$ cat src/rtl/hw_input_stream_packer.sv
// rtl/hw_input_stream_packer.sv - frame packer from valid/ready stream to ap_vld/ap_ack value+last pairs
module hw_input_stream_packer #(
    parameter int DATA_W = 32,
    parameter int CNT_W  = 16
) (
    input  logic              ap_clk,
    input  logic              ap_rst,
    input  logic              ap_start,
    output logic              ap_idle,
    output logic              ap_ready,
    output logic              ap_done,
    input  logic [CNT_W-1:0]  frame_len,
    input  logic [DATA_W-1:0] s_data,
    input  logic              s_valid,
    output logic              s_ready,
    output logic [DATA_W-1:0] hw_input_V_value_V,
    output logic              hw_input_V_value_V_ap_vld,
    input  logic              hw_input_V_value_V_ap_ack,
    output logic              hw_input_V_last_V,
    output logic              hw_input_V_last_V_ap_vld,
    input  logic              hw_input_V_last_V_ap_ack
);

    localparam logic [CNT_W-1:0] CNT_ONE = CNT_W'(1);

    typedef enum logic [1:0] {
        S_IDLE,
        S_RUN,
        S_DONE
    } state_t;

    state_t state;
    state_t state_nxt;

    logic [CNT_W-1:0]  len;
    logic [CNT_W-1:0]  in_cnt;
    logic [CNT_W-1:0]  out_cnt;

    // Output register: payload plus one valid flag per handshake channel
    logic [DATA_W-1:0] out_data;
    logic              out_last;
    logic              value_vld;
    logic              last_vld;

    // Two-entry skid FIFO, each entry is {data, last}
    logic [DATA_W:0]   fifo_mem [2];
    logic              fifo_rd_ptr;
    logic              fifo_wr_ptr;
    logic [1:0]        fifo_cnt;

    logic fifo_full;
    logic fifo_empty;
    logic out_busy;
    logic retire;
    logic slot_free;
    logic accept;
    logic in_last;
    logic load_fifo;
    logic load_bypass;
    logic push;
    logic start;
    logic final_retire;

    assign fifo_full  = (fifo_cnt == 2'd2);
    assign fifo_empty = (fifo_cnt == 2'd0);
    assign out_busy   = value_vld || last_vld;
    // A beat retires once every flag still outstanding is acked this cycle
    assign retire     = out_busy
                        && (!value_vld || hw_input_V_value_V_ap_ack)
                        && (!last_vld  || hw_input_V_last_V_ap_ack);
    assign slot_free  = !out_busy || retire;

    assign s_ready    = (state == S_RUN) && !fifo_full && (in_cnt < len);
    assign accept     = s_valid && s_ready;
    assign in_last    = ((in_cnt + CNT_ONE) == len);

    // FIFO head always has priority over a new beat so ordering is preserved
    assign load_fifo   = slot_free && !fifo_empty;
    assign load_bypass = slot_free && fifo_empty && accept;
    assign push        = accept && !load_bypass;

    assign start        = (state == S_IDLE) && ap_start;
    assign final_retire = retire && ((out_cnt + CNT_ONE) == len);

    assign ap_idle  = (state == S_IDLE);
    assign ap_ready = start;
    assign ap_done  = (state == S_DONE);

    assign hw_input_V_value_V        = out_data;
    assign hw_input_V_value_V_ap_vld = value_vld;
    assign hw_input_V_last_V         = out_last;
    assign hw_input_V_last_V_ap_vld  = last_vld;

    // State register
    always_ff @(posedge ap_clk or posedge ap_rst) begin
        if (ap_rst) begin
            state <= S_IDLE;
        end else begin
            state <= state_nxt;
        end
    end

    // Next-state: DONE is entered on the edge that retires the final beat
    always_comb begin
        state_nxt = state;
        case (state)
            S_IDLE: begin
                if (ap_start) begin
                    state_nxt = (frame_len == '0) ? S_DONE : S_RUN;
                end
            end
            S_RUN: begin
                if (final_retire || (out_cnt == len)) begin
                    state_nxt = S_DONE;
                end
            end
            S_DONE:  state_nxt = S_IDLE;
            default: state_nxt = S_IDLE;
        endcase
    end

    // Frame counters, output register and skid FIFO
    always_ff @(posedge ap_clk or posedge ap_rst) begin
        if (ap_rst) begin
            len         <= '0;
            in_cnt      <= '0;
            out_cnt     <= '0;
            out_data    <= '0;
            out_last    <= 1'b0;
            value_vld   <= 1'b0;
            last_vld    <= 1'b0;
            fifo_mem[0] <= '0;
            fifo_mem[1] <= '0;
            fifo_rd_ptr <= 1'b0;
            fifo_wr_ptr <= 1'b0;
            fifo_cnt    <= 2'd0;
        end else begin
            if (start) begin
                len     <= frame_len;
                in_cnt  <= '0;
                out_cnt <= '0;
            end else begin
                if (accept) begin
                    in_cnt <= in_cnt + CNT_ONE;
                end
                if (retire) begin
                    out_cnt <= out_cnt + CNT_ONE;
                end
            end

            if (load_fifo || load_bypass) begin
                value_vld <= 1'b1;
                last_vld  <= 1'b1;
                out_data  <= load_fifo ? fifo_mem[fifo_rd_ptr][DATA_W:1] : s_data;
                out_last  <= load_fifo ? fifo_mem[fifo_rd_ptr][0] : in_last;
            end else begin
                if (value_vld && hw_input_V_value_V_ap_ack) begin
                    value_vld <= 1'b0;
                end
                if (last_vld && hw_input_V_last_V_ap_ack) begin
                    last_vld <= 1'b0;
                end
            end

            if (push) begin
                fifo_mem[fifo_wr_ptr] <= {s_data, in_last};
                fifo_wr_ptr           <= ~fifo_wr_ptr;
            end
            if (load_fifo) begin
                fifo_rd_ptr <= ~fifo_rd_ptr;
            end
            case ({push, load_fifo})
                2'b10:   fifo_cnt <= fifo_cnt + 2'd1;
                2'b01:   fifo_cnt <= fifo_cnt - 2'd1;
                default: fifo_cnt <= fifo_cnt;
            endcase
        end
    end

endmodule

$ cat config.mk
export PLATFORM = sky130hd
export DESIGN_NAME = hw_input_stream_packer
export DESIGN_NICKNAME = d
export VERILOG_FILES = /design/src/rtl/hw_input_stream_packer.sv
export SDC_FILE = /design/constraint.sdc
export NUM_CORES = 1
export LEC_CHECK = 0
export ABC_AREA = 1
export BUFFER_PORTS_ARGS = -buffer_cell sky130_fd_sc_hd__buf_2
export CAP_MARGIN = 10
export CORE_ASPECT_RATIO = 1.4
export CORE_UTILIZATION = 40
export DETAILED_ROUTE_END_ITERATION = 6
export PLACE_DENSITY = 0.56
export SLEW_MARGIN = 0
export SYNTH_ARGS = -nofsm -noshare
export SYNTH_HDL_FRONTEND = slang
export SYNTH_SLANG_ARGS = --single-unit
export TNS_END_PERCENT = 50
$ cat constraint.sdc
create_clock -name ap_clk -period 13 [get_ports ap_clk]
set_clock_uncertainty 0.05 [all_clocks]
set_input_delay 1.3 -clock ap_clk [delete_from_list [all_inputs] [get_ports ap_clk]]
set_output_delay 1.3 -clock ap_clk [all_outputs]
set_load 0.1 [all_outputs]
---- Yosys cells after proc, flatten, opt, wreduce, memory -nomap -nowiden ----
Cells that the tools add are included.
operators by class
  mux-type cells .......................... 21
  $lt $le $gt $ge ......................... 4
  bitwise operators ....................... 4
  shifts and indexed selects .............. 0
  reductions and logical operators ........ 35
  add/sub/neg operators ................... 4
  div/mod/pow operators ................... 0
  eq/ne operators ......................... 10
  multipliers ............................. 0
operator list
  operator                                                              count
  33-bit two-way mux                                                    4
  66-bit bitwise mux                                                    1
  16-bit two-way mux                                                    4
  16-bit == test                                                        3
  33-bit demux with 1-bit select                                        1
  16-bit by 1-bit adder with 16-bit output, second input constant       2
  32-bit two-way mux                                                    1
  16-bit logical NOT                                                    1
  16-bit < comparator                                                   1
  1-bit logical AND                                                     14
  2-bit nonzero test                                                    5
  2-bit case mux with 2 select lines                                    2
  2-bit == test, second input constant                                  3
  1-bit logical NOT                                                     6
  1-bit logical OR                                                      6
  2-bit two-way mux                                                     3
  1-bit two-way mux                                                     5
  2-bit by 1-bit == test with 1-bit output, second input constant       2
  2-bit greater-or-equal comparator, second input constant              2
  2-bit logical NOT                                                     2
  1-bit NOT with 2-bit output                                           2
  2-bit by 1-bit adder with 2-bit output, second input constant         1
  2-bit by 1-bit < comparator with 1-bit output, second input constant  1
  2-bit by 1-bit != test with 1-bit output, second input constant       1
  4 further kinds                                                       5
storage, ports and cells
  logic and storage cells ................. 91
  ROM bits ................................ 0
  memories kept ........................... 0
  register bits ........................... 155
  RAM bits ................................ 0
  bits in latches ......................... 0
  output and inout bits ................... 39

---- Longest topological paths before layout ----
Gate-level depths: netlist of the first run.
  depth in word-level cells ............... 11
  mapped depth ............................ 15
  gate-level depth less buffers ........... 15

---- Least setup slack after synthesis of the first run ----
No wires, ideal clock.
  kind .................................... register -> output
  from .................................... register state[0]
  to ...................................... output ap_ready
  cell stages (with the launch flop) ...... 5
  arrival ................................. 3.215 ns
  setup slack ............................. 8.435 ns
  cell sequence ........................... dfrtp_1 nor2_1 nand2_1 clkinv_1 clkbuf_1
on the way
  longest elaborated chain between the ends .. 2
RTL lines
  element                 line  text
  from (decl)             32    state_t state;
  from (signal assigned)  99    state <= state_nxt;
  2-bit logical NOT       -
  net ap_idle             9     output logic ap_idle,
  1-bit logical AND       82    assign start = (state == S_IDLE) && ap_start;
  to (decl)               10    output logic ap_ready,
The timed path passes the listed nets, and every way through them passes these cells.

---- Final worst setup path of the first run ----
  from .................................... input ap_start
  to ...................................... output ap_ready
on the way
  longest elaborated chain between the ends .. 1
RTL lines
  element            line  text
  from (decl)        8     input logic ap_start,
  1-bit logical AND  82
No other way between the ends.

==> qor.yml, run 1 <==
synth_edf_count: 0
grt_pass1_vias: 7143
synth_top_area_share_pct: 45.9
ios: 93
yosysMostFrequentCell: "nand2_1"
hold_viol: 0
grt-ovfl-total: 0
p_leak_uw: 0.00485
fp.coreArea_um2: 20600
grt_usage_pct: 21.1
place.port_buffers: 92
post_cts_buffers: 0
path_clk_slew_ns: 0.07
setup_viol: 0
ir_drop_mv: 0.151
post-route-period-util_pct: 36.2
critical_path_class: "in -> out"
row_count: 62
max_slew_margin_pct: 27.1
grt_max_degree: 79
p_clk_share_pct: 18.7
synthesis.area_um2: 8440
combPwrFrac_pct: 50.6
syn_avg_cell_area_um2: 7.60
via_count: 7347
postRouteAntennaNets: 0
cp.required_ns: 11.65
die_x_um: 125
yosysWarningCount: 0
p_sw_uw: 1350
drc: 36
intPower_uw: 1250
hold_buffers: 0
rsz0062_at_grt: "false"
synth.distinct_cells: 38
cts-htree-levels: 4
clock-sinks: 155
startpoint_type: "primary input"
final_cell_area_um2: 9610
syn-instance-count: 1111
p_seq_share_pct: 30.7
ys_top_cells_by_area: "dfrtp_1, nand2_1, nand3_1"
cts_buffers: 17
drive_gt1_share_pct: 14.3
insertion_delay_ns: 0.43
wl_per_cell_um: 15.0
worst_ep_arrival_time_ns: 3.35
timing.final.max_slew_violations: 0
fill_cells: 2116
cts_tree: "yes"
start_util_pct: 40.9
finalPower_uw: 2600
tightest_slew_ns: 1.09
hpwl_um: 14800
synth.yosys.seq_area_share_pct: 45.9
critPathCaptureType: "output port"
netlist_top_cells_count: "nand2_1, dfrtp_1, inv_1"
power.share.switching_pct: 52.0
drt_iter0_drc: 416
fin_util_pct: 46.6
grt_antenna_before_repair: 1
power_density_nw_per_um2: 271
fp.dieH_um: 174
synth_top_area_cell: "dfrtp_1"
cts_resized: 0
placed_area_um2: 9050
ys.flop_type: "dfrtp_1"
fin_crit_ns: 4.70
cp_max_fo: 27
totalWireLength_um: 21800
maxCapViolations: 0
place.gp.congestion: 0.872
ys_ff_latch: 155
syn_to_final_growth_pct: 13.9
nets: 1261
synth_nets: 1184
clk_path_buf_depth: 2
synthArstFlopShare_pct: 100
via_per_inst: 5.04
hp-class: "reg -> reg"
violations: "design-rule violations"
outcome: "finished, violations left"
max_freq_mhz: 213
cts-root-buf: "clkbuf_16"
fin_tns_setup_ns: 0
drt_pass1_iterations: 7
grt_pass1_wl_um: 36100
die_area_um2: 21700
-- power groups by stage --
stage / Sequential [uW] / Combinational, uW / Clock (uW)
finish: 799 / 1320 / 487
global route: 823 / 1460 / 517
CTS: 800 / 1330 / 497
detailed placement: 806 / 1330 / 0
global placement: 808 / 1310 / 0
floorplan: 1160 / 692 / 0
-- cell type report --
type,instances,area (um^2),area share [%]
multi-input cells,797,3890,40.5
flip-flops and latches,155,3880,40.3
repair buffers,99,513,5.34
inverters,118,448,4.66
clock buffers,17,425,4.42
well taps,256,320,3.33
clock inverters,14,135,1.41
diodes,1,2.50,0.0260
-- routing by layer --
metal | global-route usage [%] | up-vias | share of wire (%)
met5 | 0 | - | 0
met1 | 23.8 | 3461 | 42
met4 | 7.00 | 0 | 1.7
met2 | 39.8 | 132 | 53
met3 | 3.54 | 27 | 2.9
li1 | - | 3727 | -
-- metrics by stage --
step	setup slack, ns	hold slack [ns]	instances
floorplan	7.47	0.404	1111
global placement	8.31	0.410	1425
detailed placement	8.26	0.410	1425
CTS	8.26	0.428	1456
global route	8.08	0.444	1456
finish	8.30	0.423	1457
-- worst max-delay path, cell delays in order --
cell,delay [ns]
buf_2,0.10
nand2_1,0.55
clkinv_1,0.85
buf_2,0.54
-- kinds of logic after synthesis --
logic type	share of synthesized area [%]
adders and majority gates	2.82
DFF	45.9
and+or+nand+nor	28.9
xor gates and xnor gates	2.95
AOI/OAI and AO/OA	11.4
buffers and inverters	7.99
-- registers in the layout, indices dropped and copies added (netlist names) --
register / count
out_cnt: 16
fifo_rd_ptr: 1
hw_input_V_value_V_ap_vld: 1
fifo_cnt: 2
fifo_mem: 66
in_cnt: 16
fifo_wr_ptr: 1
hw_input_V_last_V_ap_vld: 1
state: 2
len: 16
hw_input_V_last_V: 1
hw_input_V_value_V: 32
-- worst paths after layout --
| check | startpoint | endpoint | slack, ns | cells after the start |
|---|---|---|---|---|
| setup / recovery | ap_start | ap_ready | 8.30 | 4 |
| hold / removal | hw_input_V_value_V[18] | hw_input_V_value_V[18] | 0.42 | 2 |
| setup reg to reg | hw_input_V_value_V_ap_vld | hw_input_V_value_V[13] | 9.50 | 10 |
| hold reg to reg | hw_input_V_value_V[18] | hw_input_V_value_V[18] | 0.42 | 2 |
| max in group asynchronous | ap_rst | fifo_mem[10] | 10.46 | 3 |
| min in group asynchronous | ap_rst | fifo_mem[24] | 0.97 | 2 |
-- layout by cell type (no fill, tap or decap), types with 8 or more instances in the layout --
cell type and n:
buf_2 92, a21oi_1 16, nor2_2 9, o22ai_1 14
xnor2_1 8, o21ai_0 78, nand4_1 11, o21ai_2 13
dfrtp_1 155, ha_1 19, o21ai_1 49, inv_1 112
nor2_1 109, nor3_1 12, nand3_1 90, xor2_1 16
clkbuf_16 17, nand2_1 326
Power figures use the tool's default switching activity.
==> run 2: changes to the inputs <==
--- a/config.mk
+++ b/config.mk
@@ -11,7 +11,7 @@
 export CORE_ASPECT_RATIO = 1.4
 export CORE_UTILIZATION = 40
 export DETAILED_ROUTE_END_ITERATION = 6
-export PLACE_DENSITY = 0.56
+export PLACE_DENSITY = 0.58
 export SLEW_MARGIN = 0
 export SYNTH_ARGS = -nofsm -noshare
 export SYNTH_HDL_FRONTEND = slang
==> constraint.sdc (replaced) <==
create_clock -name ap_clk -period 4.2 [get_ports ap_clk]
set_clock_uncertainty 0.05 [all_clocks]
set_input_delay 0.42 -clock ap_clk [delete_from_list [all_inputs] [get_ports ap_clk]]
set_output_delay 0.42 -clock ap_clk [all_outputs]
set_load 0.1 [all_outputs]
==> qor.yml, run 2 (synthesis gave the netlist of run 1 again) <==
cp.required_ns: 3.73
largest_register_ffs: 66
hpwl_um: 14500
row_count: 62
grt_antenna_before_repair: 0
totalWireLength_um: 21300
startpoint_type: "flip-flop"
die_area_um2: 21700
fp.coreArea_um2: 20600
cts-htree-levels: 4
max_slew_margin_pct: 24.7
start_util_pct: 40.9
setup_viol: 0
critPathCaptureType: "output port"
layout_common_cells: "nand2_1, dfrtp_1, inv_1, nor2_1, buf_2"
fin_crit_ns: 2.94
fin_util_pct: 47.2
worst_ep_arrival_time_ns: 2.47
place.gp.congestion: 0.853
syn_to_final_growth_pct: 15.5
wl_per_cell_um: 14.6
maxCapViolations: 0
largest_register: "fifo_mem"
hold_viol: 0
grt_util_met1_pct: 25.1
critical_path_class: "reg -> out"
drt_iter0_drc: 487
post_cts_buffers: 0
grt_usage_pct: 20.9
top_usage_layer: "met2"
cts-root-buf: "clkbuf_16"
p_seq_share_pct: 29.4
drt_pass1_iterations: 7
post-route-period-util_pct: 70.0
cts_resized: 0
fp.dieH_um: 174
outcome: "finished, violations left"
insertion_delay_ns: 0.43
power.share.switching_pct: 50.7
clk_path_buf_depth: 2
violations: "design-rule violations"
place.port_buffers: 92
grt_max_degree: 118
cts_tree: "yes"
die_x_um: 125
hold_buffers: 0
ir_drop_mv: 0.379
path_clk_slew_ns: 0.07
via_count: 7379
timing.final.max_slew_violations: 0
drive_gt1_share_pct: 14.6
ios: 93
cts_buffers: 17
p_sw_uw: 4190
use_met2_pct: 37.9
rsz0062_at_grt: "false"
p_leak_uw: 0.00492
hp-class: "in -> async"
tightest_slew_ns: 1.13
p_clk_share_pct: 20.8
drc: 14
combPwrFrac_pct: 49.8
cp_max_fo: 5
grt_pass1_vias: 7190
clock-sinks: 155
intPower_uw: 4070
max_freq_mhz: 340
fin_tns_setup_ns: 0
nets: 1265
antenna_cells: 0
final_common_cell: "nand2_1"
grt-ovfl-total: 0
via_per_inst: 5.05
met3_usage_pct: 3.17
power_density_nw_per_um2: 848
postRouteAntennaNets: 0
grt_pass1_wl_um: 36000
run 2: per-layer routing:
metal  vias up  wire length (um)
met3        26               652
met5         -                 0
met1      3461              9350
met2       142             11000
li1       3750                 -
met4         0               334
run 2: stage by stage:
step	hold WS (ns)	instances	power [uW]	setup slack [ns]	instance area [um^2]
finish	0.111	1461	8260	1.26	9750
global route	0.168	1461	8860	1.08	9750
CTS	0.134	1461	8350	1.25	9750
detailed placement	0.410	1429	6600	1.37	9090
global placement	0.408	1429	6560	1.46	9090
floorplan	0.404	1111	5720	0.515	8450
run 2: critical path: stages, from the launching register on:
cell	delay [ns]
dfrtp_1	0.42
inv_1	0.13
ha_1	0.33
a21oi_1	0.16
o21ai_1	0.08
nand3_1	0.07
nand2_1	0.08
a21oi_4	0.19
nand2_1	0.08
inv_1	0.09
buf_2	0.43
run 2: path summary, 6_finish.rpt:
check | cells past startpoint | slack, ns | start | endpoint
max in group asynchronous | 3 | 3.47 | ap_rst | in_cnt[12]
worst min register to register | 2 | 0.42 | hw_input_V_value_V[20] | hw_input_V_value_V[20]
min in group ap_clk | 3 | 0.16 | frame_len[5] | len[5]
worst max register to register | 12 | 1.42 | len[1] | hw_input_V_value_V[4]
worst max-delay path | 10 | 1.26 | len[9] | s_ready
worst min-delay path | 3 | 0.11 | ap_rst | in_cnt[0]
run 2: layout make-up:
class                   instances  area [um^2]
flip-flops and latches        155         3880
inverters                     118          447
repair buffers                103          556
multi-input cells             797         3890
fillers                      2094        10900
clock inverters                14          228
clock buffers                  18          429
well taps                     256          320
run 2: power groups by stage:
stage | Combinational [uW] | Sequential [uW] | Clock (uW)
global placement | 4110 | 2450 | 0
floorplan | 2140 | 3580 | 0
finish | 4120 | 2430 | 1720
detailed placement | 4150 | 2450 | 0
global route | 4540 | 2500 | 1820
CTS | 4170 | 2430 | 1760
